### src/rtl/player_multi_shot_block.sv
// Player fire block: keeps up to MAX_SHOTS shots in flight, launches them on fire
// requests behind a frame cooldown, moves and retires them each frame, and draws them.
module player_multi_shot_block #(
    parameter int          MAX_SHOTS       = 3,
    parameter int          SHOT_WIDTH      = 2,
    parameter int          SHOT_HEIGHT     = 16,
    parameter int          SHOT_SPEED      = 4,
    parameter int          COOLDOWN_FRAMES = 8,
    parameter int          LAUNCH_Y        = 448,
    parameter int          PLAYER_WIDTH    = 32,
    parameter int          TOP_LIMIT       = 16,
    parameter logic [7:0]  SHOT_COLOR      = 8'hFF
) (
    input  logic                 clk,
    input  logic                 resetN,
    input  logic [10:0]          pixelX,
    input  logic [10:0]          pixelY,
    input  logic                 startOfFrame,
    input  logic                 fireCollision,
    input  logic [10:0]          playerXPosition,
    input  logic                 keyRisingEdge,
    input  logic                 standBy,
    input  logic                 gameEnded,
    output logic [7:0]           playerShotRGB,
    output logic                 playerShotDR,
    output logic [MAX_SHOTS-1:0] aliveMask,
    output logic [3:0]           shotsInFlight,
    output logic                 newFire,
    output logic                 cooldownBusy
);

    localparam int          CW       = (COOLDOWN_FRAMES > 0) ? $clog2(COOLDOWN_FRAMES + 1) : 1;
    localparam int          SW       = (MAX_SHOTS > 1) ? $clog2(MAX_SHOTS) : 1;
    localparam logic [10:0] KILL_Y   = 11'(TOP_LIMIT + SHOT_SPEED);
    localparam logic [10:0] SPEED    = 11'(SHOT_SPEED);
    localparam logic [10:0] START_Y  = 11'(LAUNCH_Y);
    localparam logic [10:0] X_OFFSET = 11'(PLAYER_WIDTH / 2 - SHOT_WIDTH / 2);
    localparam logic [CW-1:0] COOL_LOAD = CW'(COOLDOWN_FRAMES);

    logic                 playGame;
    logic [MAX_SHOTS-1:0] alive, aliveNext;
    logic [MAX_SHOTS-1:0] hitPending, hitNext;
    logic [10:0]          shotX [MAX_SHOTS];
    logic [10:0]          shotY [MAX_SHOTS];
    logic [10:0]          xNext [MAX_SHOTS];
    logic [10:0]          yNext [MAX_SHOTS];
    logic                 firePending, fireNext;
    logic [CW-1:0]        cooldown, coolNext;
    logic                 spawn, freeFound;
    logic [SW-1:0]        spawnIdx;
    logic [SW-1:0]        drawSlot, hitIdx;
    logic                 hitAny;
    logic [MAX_SHOTS-1:0] slotHit;

    assign playGame     = ~(standBy | gameEnded);
    assign aliveMask    = alive;
    assign cooldownBusy = (cooldown != '0);

    // Frame update: kill, move, spawn into the lowest free slot, then cooldown.
    // A fire pulse arriving with startOfFrame is folded into fireNext so it is serviced now.
    always_comb begin
        aliveNext = alive;
        hitNext   = hitPending;
        xNext     = shotX;
        yNext     = shotY;
        fireNext  = firePending | keyRisingEdge;
        coolNext  = cooldown;
        spawn     = 1'b0;
        freeFound = 1'b0;
        spawnIdx  = '0;

        if (fireCollision && playerShotDR) begin
            hitNext[drawSlot] = 1'b1;
        end

        if (startOfFrame) begin
            for (int i = 0; i < MAX_SHOTS; i++) begin
                if (alive[i] && !hitPending[i] && shotY[i] >= KILL_Y) begin
                    yNext[i] = shotY[i] - SPEED;
                end else begin
                    aliveNext[i] = 1'b0;
                    hitNext[i]   = 1'b0;
                end
            end

            for (int i = 0; i < MAX_SHOTS; i++) begin
                if (!aliveNext[i] && !freeFound) begin
                    freeFound = 1'b1;
                    spawnIdx  = SW'(i);
                end
            end

            if (fireNext && playGame && cooldown == '0 && freeFound) begin
                spawn               = 1'b1;
                aliveNext[spawnIdx] = 1'b1;
                hitNext[spawnIdx]   = 1'b0;
                xNext[spawnIdx]     = playerXPosition + X_OFFSET;
                yNext[spawnIdx]     = START_Y;
                coolNext            = COOL_LOAD;
            end else if (cooldown != '0) begin
                coolNext = cooldown - CW'(1);
            end

            fireNext = 1'b0;
        end

        if (!playGame) begin
            aliveNext = '0;
            hitNext   = '0;
            fireNext  = 1'b0;
            coolNext  = '0;
            spawn     = 1'b0;
        end
    end

    // Compare in 12 bits so a shot near the right/bottom edge cannot wrap its extent.
    always_comb begin
        slotHit = '0;
        for (int i = 0; i < MAX_SHOTS; i++) begin
            slotHit[i] = alive[i]
                && ({1'b0, pixelX} >= {1'b0, shotX[i]})
                && ({1'b0, pixelX} <  {1'b0, shotX[i]} + 12'(SHOT_WIDTH))
                && ({1'b0, pixelY} >= {1'b0, shotY[i]})
                && ({1'b0, pixelY} <  {1'b0, shotY[i]} + 12'(SHOT_HEIGHT));
        end
    end

    always_comb begin
        hitAny = 1'b0;
        hitIdx = '0;
        for (int i = MAX_SHOTS - 1; i >= 0; i--) begin
            if (slotHit[i]) begin
                hitAny = 1'b1;
                hitIdx = SW'(i);
            end
        end
    end

    always_comb begin
        shotsInFlight = '0;
        for (int i = 0; i < MAX_SHOTS; i++) begin
            if (alive[i]) begin
                shotsInFlight = shotsInFlight + 4'd1;
            end
        end
    end

    always_ff @(posedge clk or negedge resetN) begin
        if (!resetN) begin
            alive       <= '0;
            hitPending  <= '0;
            firePending <= 1'b0;
            cooldown    <= '0;
            for (int i = 0; i < MAX_SHOTS; i++) begin
                shotX[i] <= '0;
                shotY[i] <= '0;
            end
        end else begin
            alive       <= aliveNext;
            hitPending  <= hitNext;
            firePending <= fireNext;
            cooldown    <= coolNext;
            for (int i = 0; i < MAX_SHOTS; i++) begin
                shotX[i] <= xNext[i];
                shotY[i] <= yNext[i];
            end
        end
    end

    always_ff @(posedge clk or negedge resetN) begin
        if (!resetN) begin
            playerShotDR  <= 1'b0;
            playerShotRGB <= 8'h00;
            drawSlot      <= '0;
            newFire       <= 1'b0;
        end else begin
            playerShotDR  <= hitAny & playGame;
            playerShotRGB <= (hitAny && playGame) ? SHOT_COLOR : 8'h00;
            drawSlot      <= hitIdx;
            newFire       <= spawn;
        end
    end

endmodule

### config.mk
export PLATFORM = sky130hd
export DESIGN_NAME = player_multi_shot_block
export DESIGN_NICKNAME = d
export VERILOG_FILES = /design/src/rtl/player_multi_shot_block.sv
export SDC_FILE = /design/constraint.sdc
export NUM_CORES = 1
export LEC_CHECK = 0
export ABC_CLOCK_PERIOD_IN_PS = 5340
export CORE_UTILIZATION = 65
export DETAILED_ROUTE_END_ITERATION = 7
export PLACE_DENSITY_LB_ADDON = 0.3
export SYNTH_ARGS = -nofsm -noshare
export SYNTH_HDL_FRONTEND = slang
export SYNTH_SLANG_ARGS = --single-unit
### constraint.sdc
create_clock -name clk -period 5.34 [get_ports clk]
set_input_delay 1.335 -clock clk [delete_from_list [all_inputs] [get_ports clk]]
set_output_delay 1.335 -clock clk [all_outputs]
set_load 0.02 [all_outputs]
# After elaboration in Yosys (flattened, before gate mapping)
# Cells that the tools add are included.
# word_totals
ff_bits	89
out_inout_bits	18
input_bits	40
wordCells	162
# classes
n_reduce_logical	41
add_sub_neg	13
bitwise_logic	12
order_cmp	21
n_mux	61
# op_table
cell	n
$mux 11	7
$lt 11x12->1	6
$ge 11x11->1	6
$add 11x2->12 const B	3
$add 11x5->12 const B	3
$bwmux 33	1
$ge 11x5->1 const B	3
$mux 33	1
$sub 11x3->11 const B	3
$mux 1	30
$logic_and 1x1->1	28
$and 24x24->24	1
$mux 4	6
$not 24->24	1
$demux 11 s2	1
$mux 3	7
$add 11x4->11 const B	1
$mux 2	5
$or 9x9->9	1
$add 4x1->4 const B	2
$mux 8	1
$logic_not 1->1	7
$lt 2x3->1 const B	2
$or 3x3->3	2
other kinds (16)	20

# Longest topological paths before layout
# depth
ltp_word	24
ltp_mapped	13
ltp_nobuf	13

# Worst setup path after synthesis
# Ideal clock, no wire load.
# synth_timing
kind	input-to-reg
from	input port pixelY[5]
to	register playerShotRGB[6]
setup_ns	0.066
cell_stages	8
path_buffers	0
slack_ns	2.399
required_time_ns	5.274
arrival_time_ns	2.875
path_cell_list	ha_1 > a211o_1 > o211ai_1 > a21oi_1 > a2111oi_0 > o211ai_1 > a31oi_1 > o31a_1
# synth_via
elab_chain_cells	8
word_cells_on_any_way	17
classes_between	order compare (6); mux (4); reduce/logical (7)
# synth_lines
element	line_no	text
start: declaration	17	input logic [10:0] pixelY,
$ge 11x11->1	123	&& ({1'b0, pixelY} >= {1'b0, shotY[i]})
$logic_and 1x1->1	123	
$logic_and 1x1->1	124	&& ({1'b0, pixelY} < {1'b0, shotY[i]} + 12'(SHOT_HEIGHT));
$mux 1 (2 in series)	132	if (slotHit[i]) begin
$mux 1 (*)	132	
$logic_and 1x1->1 (*)	178	playerShotRGB <= (hitAny && playGame) ? SHOT_COLOR : 8'h00;
$mux 8 (*)	178	
end signal: assignment	178	
end: declaration	24	output logic [7:0] playerShotRGB,
# Every way passes the cells marked *; elsewhere a longest branch is shown, timed or not.
# A chain may end at the register's enable or synchronous reset.

# Final worst setup path
# layout_timing
from	register alive[1], in the netlist aliveMask[1]
to	output port shotsInFlight[0]
# layout_via
elab_chain_cells	3
# layout_lines
element	line_no	text
start: declaration	41	logic [MAX_SHOTS-1:0] alive, aliveNext;
start signal: assignment	159	alive <= aliveNext;
$mux 4 (*)	142	if (alive[i]) begin
$add 4x1->4	143	shotsInFlight = shotsInFlight + 4'd1;
$mux 4 (*)	142	
end: declaration	27	output logic [3:0] shotsInFlight,
# Marks and branches as above.

==> impl_results.md <==
* Synthesis warning total at 0
* Routed vias/inst at 6.203
* Worst-skew pair later-pin latency at 0.37 ns
* Count of antenna diodes in the layout at 0
* CTS Buffer Depth at 2
* Sequential Power Share at 41.5%
* Clock-pin slew of the registers on the worst-case setup and hold paths at 0.09 ns
* Relative contribution of the clock network to total power at 27.7%
* RSZ-0062 raised after global routing: false
* Number of synthesized register bits at 81
* Worst Hold Margin at 0.4858 ns
* Combinational group share of total power at 30.8%
* Area of the die at 11,640 µm²
* Total clock sinks at 81
* Reg-to-reg critical path endpoint: drawSlot[1]$_DFF_PN0_
* Utilization after layout at 74.36%
* R2r startpoint: shotX[1]$_DFFE_PN0P_
* TritonCTS clock tree: built
* Post-synthesis instance total at 839
* Weighted congestion at the end of routability-driven global placement at 0.9613
* Leading area contributor after synthesis: sky130_fd_sc_hd__dfrtp_1
* Total of max-cap violations at 0
* Total number of H-tree levels at 3
* Final setup viols at 0
* Number of vias after detailed routing at 6,383
* Aggregate global-route resource usage at 33.68%
* DIE WIDTH at 107.9 µm
* NetSw at 622.8 µW
* Buffer type at the clock tree root: sky130_fd_sc_hd__clkbuf_8
* DRC violation count after routing at 0
* Arrival time at the worst endpoint at 2.20 ns
* Min-Delay Endpoint: shotX[22]$_DFFE_PN0P_
* Post-detail-place hpwl at 14,710 µm
* Number of buffers added for setup after CTS at 0
* GR Overflow Total at 0
* Total power at 1.786 mW
* Final Critical Period at 3.537 ns
* Largest net degree at the start of global routing at 48
* Final number of hold-violating endpoints at 0
* Max Clock Skew at 0.01388 ns
* DIE HEIGHT at 107.9 µm
* Number of max-slew violations in the final report at 0
* Net count of the mapped netlist at 1,018
* Period Utilization, post-route at 66.23%
* Post-Synthesis Mean Instance Area at 8.685 µm²
* Number of distinct standard cells referenced by the synthesized netlist at 59
* FF/Latch Area at 2027 µm²
* Fmax at 0.2827 GHz
* Flop-to-flop setup slack at 2.17 ns
* Post-route ant nets at 0
* Cell area after synthesis at 7287 µm²
* TritonCTS Buffers at 9
* Number of instances on the worst hold path at 2
* Average routed wire per standard cell at 17.87 µm
* Number of rows created at floorplan at 38
* Non-Filler Instances at 1,029
* Primary FF master, synth: sky130_fd_sc_hd__dfrtp_1
* Wire length of the first global-routing pass at 29,770 µm
* Number of port buffers at 56
* Hold path startpoint: shotX[22]$_DFFE_PN0P_
* Transition at the pin with the smallest max-transition slack at 0.6388 ns
* Cell Int Power at 1.163 mW
* Number of flops mapped to enable cells by yosys at 0
* Outcome: finished, final reports clean
* Post-DP Area at 7888 µm²
* Kind of capture point of the worst setup path: output pin
* Drt total wl at 18,390 µm
* PD cells at 220.5 nW/µm²
* Initial DRC Count at 549
* Worst Setup Path Type: flip-flop to output pin
* Number of antenna violations at the first check in global routing at 0
* Layout cells sized above 1 at 3.937%
* Sw frac at 34.88%
* Core Box Area at 10,890 µm²
* Post-route cell area at 8097 µm²
* WP data required at 4.01 ns
* Final sum of negative setup slack at 0 ns
* Peak VDD IR at 0.0001859 V
* Top-area cell type share of the netlist area at 27.82%
* Post-synthesis async set-or-reset flop share at 100.0%
* Filler cell count at 795
* Class of the tightest hold or removal check: flip-flop to flip-flop
* Total leakage power at 3.569 nW
* Most area-consuming cells after synthesis: sky130_fd_sc_hd__dfrtp_1 (28%), sky130_fd_sc_hd__ha_1 (24%), sky130_fd_sc_hd__xnor2_1 (7.3%)
* Number of nets in the layout at 1,064
* Worst-path maximum fanout at 6
* TritonRoute pass-1 iters at 6
* Placed Cells at 1,014
* Quantity of gates resized following cts at 0
* Ports placed on the boundary at 58
* Most frequent cell after synthesis: sky130_fd_sc_hd__ha_1
* Starting Density at 66.93%
* Worst Reg2Reg Path Length in Cells at 11
* Ranking of synthesized cells by instance count: sky130_fd_sc_hd__ha_1 (139), sky130_fd_sc_hd__inv_1 (83), sky130_fd_sc_hd__dfrtp_1 (81), sky130_fd_sc_hd__nand2_1 (66), sky130_fd_sc_hd__xnor2_1 (61)
* Total area of multi-input combinational cells at 4790 µm²
* Worst slack at placement at 1.483 ns
* Number of hold buffers added after CTS at 0
* Via count of the first global-routing pass at 6,250
* Crit path setup slack, layout at 1.803 ns
* Kind of start point of the critical path: flip-flop
* Worst-case headroom to the max-slew limit at 57.41%
* Fraction of the yosys area taken by sequential cells at 27.82%
* Area delta synth->final at 11.11%
[layout by cell type (no fill, tap or decap), types with 4 or more instances in the layout]
cell type,n
sky130_fd_sc_hd__a2111oi_0,4
sky130_fd_sc_hd__a211oi_1,9
sky130_fd_sc_hd__a21o_1,4
sky130_fd_sc_hd__a21oi_1,44
sky130_fd_sc_hd__and3_1,13
sky130_fd_sc_hd__buf_4,4
sky130_fd_sc_hd__clkbuf_8,9
sky130_fd_sc_hd__clkdlybuf4s50_1,55
sky130_fd_sc_hd__dfrtp_1,81
sky130_fd_sc_hd__ha_1,139
sky130_fd_sc_hd__inv_1,83
sky130_fd_sc_hd__nand2_1,66
sky130_fd_sc_hd__nand2b_1,7
sky130_fd_sc_hd__nand3_1,50
sky130_fd_sc_hd__nand4_1,15
sky130_fd_sc_hd__nor2_1,53
sky130_fd_sc_hd__nor2b_1,7
sky130_fd_sc_hd__nor3_1,24
sky130_fd_sc_hd__nor4_1,9
sky130_fd_sc_hd__o2111ai_1,4
sky130_fd_sc_hd__o211ai_1,7
sky130_fd_sc_hd__o21a_1,7
sky130_fd_sc_hd__o21ai_0,60
sky130_fd_sc_hd__o22ai_1,5
sky130_fd_sc_hd__o31ai_1,4
sky130_fd_sc_hd__or2_2,4
sky130_fd_sc_hd__or4_1,4
sky130_fd_sc_hd__xnor2_1,61
sky130_fd_sc_hd__xor2_1,7
[logic make-up (layout without fill, tap and decap cells)]
group | Yosys count | count (layout) | synth area share, %
buffers and inverters | 108 | 158 | 6.456
and+or+nand+nor | 270 | 270 | 18.49
muxes | 2 | 2 | 0.2747
DFF | 81 | 81 | 27.82
AOI/OAI and AO/OA | 170 | 170 | 14.87
other | 1 | 1 | 0.05146
adders and majority gates | 139 | 139 | 23.87
xor gates and xnor gates | 68 | 68 | 8.173
[power by group through the flow]
| stage | clock network (mW) | logic [mW] | registers [mW] |
|---|---|---|---|
| floorplan | 0 | 0.382 | 0.714 |
| global placement | 0 | 0.509 | 0.744 |
| detailed placement | 0 | 0.543 | 0.749 |
| CTS | 0.498 | 0.547 | 0.737 |
| global route | 0.523 | 0.625 | 0.746 |
| finish | 0.495 | 0.549 | 0.742 |
[critical path, cell delays in order, from the launching register on]
cell                              delay [ns]
sky130_fd_sc_hd__dfrtp_1                0.63
sky130_fd_sc_hd__inv_1                  0.10
sky130_fd_sc_hd__ha_1                   0.32
sky130_fd_sc_hd__xor2_1                 0.16
sky130_fd_sc_hd__clkdlybuf4s50_1        0.62
[per-layer routing]
metal | track usage (%) | share of wire [%] | up-vias
met5 | 0 | 0 | -
met4 | 10.47 | 1.6 | 0
met3 | 7.324 | 8.5 | 33
met2 | 53.02 | 44 | 240
met1 | 46.03 | 45 | 3039
li1 | - | - | 3071
[registers in the layout, indices dropped and copies added (netlist names), 2 cells and up]
register and count:
shotX 33, cooldown 4, hitPending 3, shotY 33, drawSlot 2, aliveMask 3
[worst max path at each step]
stage | from | endpoint | slack [ns] | cells past startpoint
6_report | aliveMask[1]$_DFFE_PN0P_ | shotsInFlight[0] | 1.80 | 4
5_1_grt | gameEnded | shotX[19]$_DFFE_PN0P_ | 1.67 | 8
4_1_cts | aliveMask[1]$_DFFE_PN0P_ | shotsInFlight[0] | 1.78 | 4
3_5_place_dp | pixelY[5] | playerShotRGB[6]$_DFF_PN0_ | 1.48 | 9
3_3_place_gp | pixelY[5] | playerShotRGB[6]$_DFF_PN0_ | 1.56 | 9
2_1_floorplan | pixelY[5] | playerShotRGB[6]$_DFF_PN0_ | 2.40 | 8
[cell type report]
cell class	instances	area share, %
Clock buffer	10	1.576
Tap cell	140	2.163
Inverter	84	3.894
Timing Repair Buffer	59	7.170
Multi-Input combinational cell	650	59.16
Sequential cell	81	25.03
Clock inverter	5	1.004
Power figures use the tool's default switching activity.
